## src/rtl/music_score_player.sv

```systemverilog
// Writable score RAM plus a tempo-driven playback sequencer with play/pause/stop/loop.
// note_out is the registered RAM word at play_addr, so it trails play_addr by one cycle.
module music_score_player #(
    parameter int ROM_WIDTH   = 12,
    parameter int ADDR_WIDTH  = 7,
    parameter int ROM_DEPTH   = 128,
    parameter int TEMPO_WIDTH = 24
) (
    input  logic                   clk,
    input  logic                   rst,
    input  logic                   cmd_play,
    input  logic                   cmd_pause,
    input  logic                   cmd_stop,
    input  logic                   loop_en,
    input  logic [TEMPO_WIDTH-1:0] tempo_div,
    input  logic [ADDR_WIDTH-1:0]  song_len,
    input  logic                   wr_en,
    input  logic [ADDR_WIDTH-1:0]  wr_addr,
    input  logic [ROM_WIDTH-1:0]   wr_data,
    output logic [ROM_WIDTH-1:0]   note_out,
    output logic [ADDR_WIDTH-1:0]  play_addr,
    output logic                   playing,
    output logic                   paused,
    output logic                   beat_tick,
    output logic                   done
);

    typedef enum logic [1:0] {S_IDLE, S_PLAY, S_PAUSE} state_t;

    localparam logic [TEMPO_WIDTH-1:0] DIV_ONE  = TEMPO_WIDTH'(1);
    localparam logic [ADDR_WIDTH-1:0]  ADDR_ONE = ADDR_WIDTH'(1);

    logic [ROM_WIDTH-1:0]   mem [ROM_DEPTH];

    state_t                 state_q, state_d;
    logic [ADDR_WIDTH-1:0]  addr_q, addr_d;
    logic [TEMPO_WIDTH-1:0] cnt_q, cnt_d;
    logic [ADDR_WIDTH-1:0]  len_q, len_d;
    logic [ROM_WIDTH-1:0]   note_q, note_d;
    logic                   playing_q, playing_d;
    logic                   paused_q, paused_d;
    logic                   tick_q, tick_d;
    logic                   done_q, done_d;

    logic [TEMPO_WIDTH-1:0] eff_div;
    logic                   beat_end;
    logic                   last_beat;

    // Score storage has no reset so a loaded song survives rst.
    always_ff @(posedge clk) begin
        if (wr_en) mem[wr_addr] <= wr_data;
    end

    // >= rather than == so a tempo lowered mid-beat ends the beat immediately.
    assign eff_div   = (tempo_div == '0) ? DIV_ONE : tempo_div;
    assign beat_end  = (cnt_q >= eff_div - DIV_ONE);
    assign last_beat = (addr_q == len_q);

    always_comb begin
        state_d = state_q;
        addr_d  = addr_q;
        cnt_d   = cnt_q;
        len_d   = len_q;
        tick_d  = 1'b0;
        done_d  = 1'b0;
        note_d  = (state_q == S_PLAY) ? mem[addr_q] : '0;

        unique case (state_q)
            S_IDLE: begin
                if (cmd_play && !cmd_stop) begin
                    state_d = S_PLAY;
                    addr_d  = '0;
                    cnt_d   = '0;
                    len_d   = song_len;
                end
            end
            S_PLAY: begin
                if (cmd_stop) begin
                    state_d = S_IDLE;
                    addr_d  = '0;
                    cnt_d   = '0;
                end else begin
                    // The pausing cycle is still a PLAY cycle, so it advances like any other.
                    if (beat_end) begin
                        cnt_d  = '0;
                        tick_d = 1'b1;
                        if (!last_beat) begin
                            addr_d = addr_q + ADDR_ONE;
                        end else begin
                            addr_d = '0;
                            if (!loop_en && !cmd_pause) begin
                                state_d = S_IDLE;
                                tick_d  = 1'b0;
                                done_d  = 1'b1;
                            end
                        end
                    end else begin
                        cnt_d = cnt_q + DIV_ONE;
                    end
                    if (cmd_pause) state_d = S_PAUSE;
                end
            end
            S_PAUSE: begin
                if (cmd_stop) begin
                    state_d = S_IDLE;
                    addr_d  = '0;
                    cnt_d   = '0;
                end else if (cmd_play) begin
                    state_d = S_PLAY;
                end
            end
            default: begin
                state_d = S_IDLE;
                addr_d  = '0;
                cnt_d   = '0;
            end
        endcase

        playing_d = (state_d == S_PLAY);
        paused_d  = (state_d == S_PAUSE);
    end

    always_ff @(posedge clk) begin
        if (rst) begin
            state_q   <= S_IDLE;
            addr_q    <= '0;
            cnt_q     <= '0;
            len_q     <= '0;
            note_q    <= '0;
            playing_q <= 1'b0;
            paused_q  <= 1'b0;
            tick_q    <= 1'b0;
            done_q    <= 1'b0;
        end else begin
            state_q   <= state_d;
            addr_q    <= addr_d;
            cnt_q     <= cnt_d;
            len_q     <= len_d;
            note_q    <= note_d;
            playing_q <= playing_d;
            paused_q  <= paused_d;
            tick_q    <= tick_d;
            done_q    <= done_d;
        end
    end

    assign note_out  = note_q;
    assign play_addr = addr_q;
    assign playing   = playing_q;
    assign paused    = paused_q;
    assign beat_tick = tick_q;
    assign done      = done_q;

endmodule

```

## config.mk

```make
export PLATFORM = sky130hd
export DESIGN_NAME = music_score_player
export DESIGN_NICKNAME = d
export VERILOG_FILES = /design/src/rtl/music_score_player.sv
export SDC_FILE = /design/constraint.sdc
export NUM_CORES = 2
export LEC_CHECK = 0
export BUFFER_PORTS_ARGS = -buffer_cell sky130_fd_sc_hd__buf_2
export CORE_AREA = 8 8 332 334
export DETAILED_ROUTE_END_ITERATION = 12
export DIE_AREA = 0 0 340 342
export HOLD_SLACK_MARGIN = 0.06
export PLACE_DENSITY_LB_ADDON = 0.05
export SLEW_MARGIN = 20
export SYNTH_ARGS = -nofsm -noshare
export SYNTH_HDL_FRONTEND = slang
export SYNTH_SLANG_ARGS = --single-unit
```

## constraint.sdc

```tcl
create_clock -name clk -period 8.9 [get_ports clk]
set_clock_uncertainty 0.1 [all_clocks]
set_input_delay 0.89 -clock clk [delete_from_list [all_inputs] [get_ports clk]]
set_output_delay 0.89 -clock clk [all_outputs]
set_load 0.005 [all_outputs]
```

## Word level (Yosys, flattened, before mapping)

Memories as Yosys holds them, arrays and structs flattened. A register that Yosys moved wholly into a read port is not among the register bits.
Index checks and enable logic that the tools add are counted.

- Register bits after elaboration: 44
- Bits in writable memories: 1536
- Word-level logic and storage cells: 63
- Memories kept: 1

- Add/subtract/negate cells: 3
- Muxes and demuxes: 26
- Magnitude comparators: 1
- Bitwise operators: 3
- Reductions and logical operators: 13
- Equal/unequal tests: 8

Memories:

| name | depth | bits a word | read ports | clocked after Yosys merged registers in | wr ports | RTL line | RTL |
|---|---|---|---|---|---|---|---|
| mem | 128 | 12 | 1 | 1 | 1 | 33 | `logic [ROM_WIDTH-1:0] mem [ROM_DEPTH];` |

Operator list:

| cell | count |
|---|---|
| 24-bit 2-to-1 mux | 5 |
| 24-bit one-hot mux with 3 select lines | 1 |
| 7-bit 2-to-1 mux | 5 |
| 24-bit by 1-bit adder with 24-bit output (second input constant) | 1 |
| 24-bit >= comparator | 1 |
| 24-bit logical NOT | 1 |
| 24-bit by 1-bit subtractor with 24-bit output (second input constant) | 1 |
| 7-bit one-hot mux with 3 select lines | 1 |
| 2-bit 2-to-1 mux | 8 |
| 7-bit by 1-bit adder with 7-bit output (second input constant) | 1 |
| 7-bit == test | 1 |
| 2-bit one-hot mux with 3 select lines | 1 |
| 1-bit 2-to-1 mux | 5 |
| 5-bit OR reduction | 1 |
| 2-bit by 1-bit == test with 1-bit output (second input constant) | 2 |
| 2-bit == test (second input constant) | 2 |
| 2-bit inequality test (second input constant) | 2 |
| 2-bit AND reduction | 2 |
| 4-bit OR reduction | 1 |
| 1-bit logical NOT | 3 |
| 3-bit inequality test (second input constant) | 1 |
| 1-bit inverter | 3 |
| 3-bit AND reduction | 1 |
| 1-bit logical AND | 2 |
| other kinds (2) | 2 |

## Longest topological paths before layout

- Word-level depth: 9
- Depth in mapped cells: 20
- Depth with buffers taken out: 19

## Least setup slack after synthesis

No wires, ideal clock.

- Kind: input-to-reg
- Start point: input tempo_div[9]
- End point: register addr_q[6] (netlist: play_addr[6])
- Slack: 3.960 ns
- Required time: 8.721 ns
- Path buffers: 0
- Arrival: 4.761 ns
- Library setup time: 0.079 ns
- Cell stages on the path: 19
- Cell sequence: or4_1 > nor4b_1 > and4_1 > a21oi_1 > ha_1 > nor3b_1 > nand3_1 > nor3_1 > nand2b_1 > nor2b_1 > xnor2_1 > ha_1 > nand4_1 > or2_2 > o221ai_1 > or2_2 > nor2_1 > or4b_2 > o211ai_1

- Word-level cells in the longest chain between the ends: 6

RTL lines:

| item | RTL line | RTL |
|---|---|---|
| from (decl) | 15 | `input logic [TEMPO_WIDTH-1:0] tempo_div,` |
| 24-bit logical NOT | 55 | `assign eff_div = (tempo_div == '0) ? DIV_ONE : tempo_div;` |
| 24-bit 2-to-1 mux (*) | 55 |  |
| 24-bit by 1-bit subtractor with 24-bit output (*) | 56 | `assign beat_end = (cnt_q >= eff_div - DIV_ONE);` |
| 24-bit >= comparator (*) | 56 |  |
| 3-bit inequality test (no source line) (*) | - |  |
| 3-bit AND reduction (no source line) (*) | - |  |
| to (signal assigned) | 136 | `addr_q <= addr_d;` |
| to (decl) | 36 | `logic [ADDR_WIDTH-1:0] addr_q, addr_d;` |

Every way passes the cells marked *; elsewhere a longest branch is shown, timed or not.
A chain may end at the register's enable or synchronous reset.

## Worst setup path in the final report

- Start point: input tempo_div[15]
- End point: register addr_q[6] (netlist: play_addr[6])

The elaborated chain is that of the path after synthesis.

==> results by group <==
Run status
  • Status: finished clean

Clocking
  • Num CTS Buffers: 158
  • CTS clock-pin slew for the worst setup and hold paths: 60 ps
  • H-tree levels: 4
  • Post_cts resized: 0
  • TritonCTS Sinks: 1,592
  • CTS Buffer Depth: 3
  • Cts hold-fix bufs: 0
  • Post-CTS Setup Inserts: 0
  • Clock Latency Late Sink: 770 ps
  • Clock Root Buffer: clkbuf_16
  • CTS tree: built

Critical path
  • Crit path arrival time: 6120 ps
  • Critical path type: in -> reg
  • Crit path max fanout: 23
  • RR Endpoint: note_out[6]
  • Critical path launch point: tempo_div[15]
  • Critical path startpoint category: input port
  • CP delay by family, top: simple AND/OR/NAND/NOR gates
  • Worst path cell trace: buf_2, or4_1, nor4_1, and4_1, a21oi_1, ha_1, nor3b_1, nand3_1, nor3_1, nand2b_1, nor4_1, xnor2_1, ha_1, nand4_1, or2_2, o221ai_1, or2_2, o21ai_1, nand2b_1, o211ai_1
  • CP max stage delay: 570 ps
  • Worst path bufs/invs: 1
  • Max stage delay cell, worst path: nand2b_1
  • Reg2reg setup slack: 4290 ps
  • Worst Setup End Kind: flip-flop
  • FF-to-FF path depth: 8
  • CP required: 9450 ps
  • RR Startpoint: play_addr[0]

Cells and area
  • Non-Filler Instances: 4,778
  • Multi-input combinational cell area: 14,400 um2
  • Fill cells: 6,687
  • Commonest non-fill, non-tap cell in the layout: edfxtp_1
  • Register cell area after layout: 47,300 um2
  • Area delta synth->final: 12.1%
  • Nets: 3,339
  • Layout cells sized above 1: 24.7%
  • Commonest cells after routing, fill and taps aside: edfxtp_1 (1,536), mux4_2 (336), clkbuf_16 (162)

Placement
  • Hpwl dp: 91,100 um
  • RePlAce Congestion: 0.871
  • Inst Count DP: 4,486
  • IO Port Bufs: 79

GRT
  • First-pass GRT wire length: 218,000 um
  • GRT Resource Usage Total: 25.6%
  • Total grt overflow: 0
  • Pin count of the biggest net entering global routing: 98
  • Antenna violations before repair: 9
  • Number of global-route vias before repair: 31.4k

Timing
  • Final hold violations: 0
  • TNS Setup: 0 ps
  • Fmax: 0.180 GHz
  • Unrepaired setup endpoints after global routing: false
  • Slew Limit Fails: 0
  • Final worst path period share: 62.5%
  • Worst slew margin: 23.5%
  • Final period demand of the worst path: 5560 ps
  • Slew @ Worst Pin: 1140 ps
  • Final setup fails: 0

Routing
  • Vias per Instance: 6.52
  • ANT nets after route: 0
  • Final WL: 149,000 um
  • Vias after detailed routing: 31.2k
  • DR WL/cell: 31.3 um
  • First DRT Iteration DRCs: 3,451
  • Post-route DRC: 0
  • First-pass iteration count of the detailed router: 5

Synth
  • FF+latch count, synth: 1,592
  • Post-synthesis sequential area ratio: 75.8%
  • Cell area after synthesis: 62,300 um2
  • Gate count of the mapped netlist: 3,063
  • Syn Nets: 3,147
  • Cell variety after synth: 61
  • Async set or reset register ratio after synthesis: 0%
  • Ys Warns: 0
  • EDFF count, synth: 1,536
  • Top FF cell, synth: edfxtp_1
  • Synthesized area per cell: 20.4 um2

Die
  • Row cnt: 119
  • Die area: 116,000 um2
  • Die width: 340 um
  • Top-Level Pins: 80
  • Initial core utilization: 59.6%
  • Die height: 342 um
  • CORE AREA: 105,000 um2

Hold path
  • Hold Path Depth: 2
  • Hold Crit Start: cmd_stop
  • Worst Hold Path EP: paused
  • Worst Hold Class: in -> reg

Power and ir drop
  • Leakage power: 21.3 nW
  • Max VDD drop: 0.000194 V
  • Final Total Pwr: 0.0152 W
  • Power density of the placed cells: 217 nW/um2

Job
  • Maxcap violations: 0
-- state kept, by name, summed over array words and instances (netlist names) --
register   cells
play_addr      7
len_q          7
state_q        2
done           1
paused         1
beat_tick      1
cnt_q         24
mem         1536
note_out      12
playing        1
-- worst max path at each step --
stage,to,slack [ps],depth (start not counted)
after floorplan,play_addr[6],3960,19
after global placement,play_addr[6],2910,20
after detailed placement,play_addr[6],2640,20
after CTS,play_addr[6],3430,20
after global routing,play_addr[6],2990,20
final,play_addr[6],3340,20
-- worst reg2reg max path, delay by kind of cell, from the launching register on --
kind,cells,cell delay (ps)
muxes,1,620
buffers and inverters,3,1740
and+or+nand+nor,2,1010
DFF,1,640
AOI/OAI and AO/OA,2,340
-- per-stage QoR --
step / util, % / worst slack (ps) / hold slack, ps / area (um2)
finish: 66.7 / 3340 / 278 / 69800
global route: 66.7 / 2990 / 263 / 69800
CTS: 66.7 / 3430 / 217 / 69800
detailed placement: 61.7 / 2640 / 406 / 64600
global placement: 61.6 / 2910 / 396 / 64500
floorplan: - / 3960 / 381 / 62300
-- cell usage after synthesis (all sizes together) (5+ instances only) --
master / count / area share, %
nor3b: 6 / 0.072
ha: 27 / 0.54
nor3: 35 / 0.29
a211oi: 9 / 0.11
nor2b: 24 / 0.24
buf: 106 / 1.2
xnor2: 28 / 0.39
edfxtp: 1536 / 74
a2111oi: 6 / 0.088
a22oi: 108 / 1.3
mux2: 6 / 0.11
nor2: 216 / 1.3
mux4: 346 / 13
a21oi: 18 / 0.14
or2: 7 / 0.070
inv: 9 / 0.054
dfxtp: 56 / 1.8
or3: 5 / 0.050
and3: 7 / 0.070
or4: 9 / 0.11
nand4: 34 / 0.34
a221oi: 10 / 0.14
o22ai: 20 / 0.20
nand2b: 10 / 0.10
nor4: 9 / 0.090
nand3: 63 / 0.51
clkbuf: 48 / 0.29
a22o: 7 / 0.098
xor2: 19 / 0.27
o21ai: 27 / 0.22
nand2: 66 / 0.40
mux2i: 154 / 2.5
-- cells by family (layout without fill, tap and decap cells) --
logic type | count (synthesis) | in the layout | synth area share, %
other cells | 0 | 5 | 0
flops | 1592 | 1592 | 75.8
mux | 506 | 506 | 15.1
simple gates | 505 | 505 | 3.82
xor+xnor | 47 | 47 | 0.660
compound gates | 222 | 222 | 2.52
buf+inv | 164 | 483 | 1.52
fa+ha+maj | 27 | 27 | 0.542
-- where the power goes --
part           total, W  switching [W]  internal, W
clock           0.00660        0.00274      0.00386
combinational  0.000319       0.000240    0.0000787
sequential      0.00825      0.0000105      0.00824
total            0.0152        0.00299       0.0122
-- layer usage --
| metal | vias to the layer above | track usage, % | routed length (um) |
|---|---|---|---|
| li1 | 13100 | - | - |
| met1 | 16500 | 37.1 | 61700 |
| met2 | 1316 | 39.6 | 70400 |
| met3 | 226 | 6.08 | 13300 |
| met4 | 6 | 7.19 | 4040 |
| met5 | - | 0 | 41 |
-- layout make-up --
cell class | count | share of cell area, %
antenna | 5 | 0.0179
clock buffer | 217 | 6.23
clock inverter | 70 | 1.15
inverter | 10 | 0.0537
multi-input combinational | 1307 | 20.6
sequential | 1592 | 67.7
tap | 1391 | 2.49
timing repair buffer | 186 | 1.79
No activity file was read; power rests on OpenSTA's default activity.
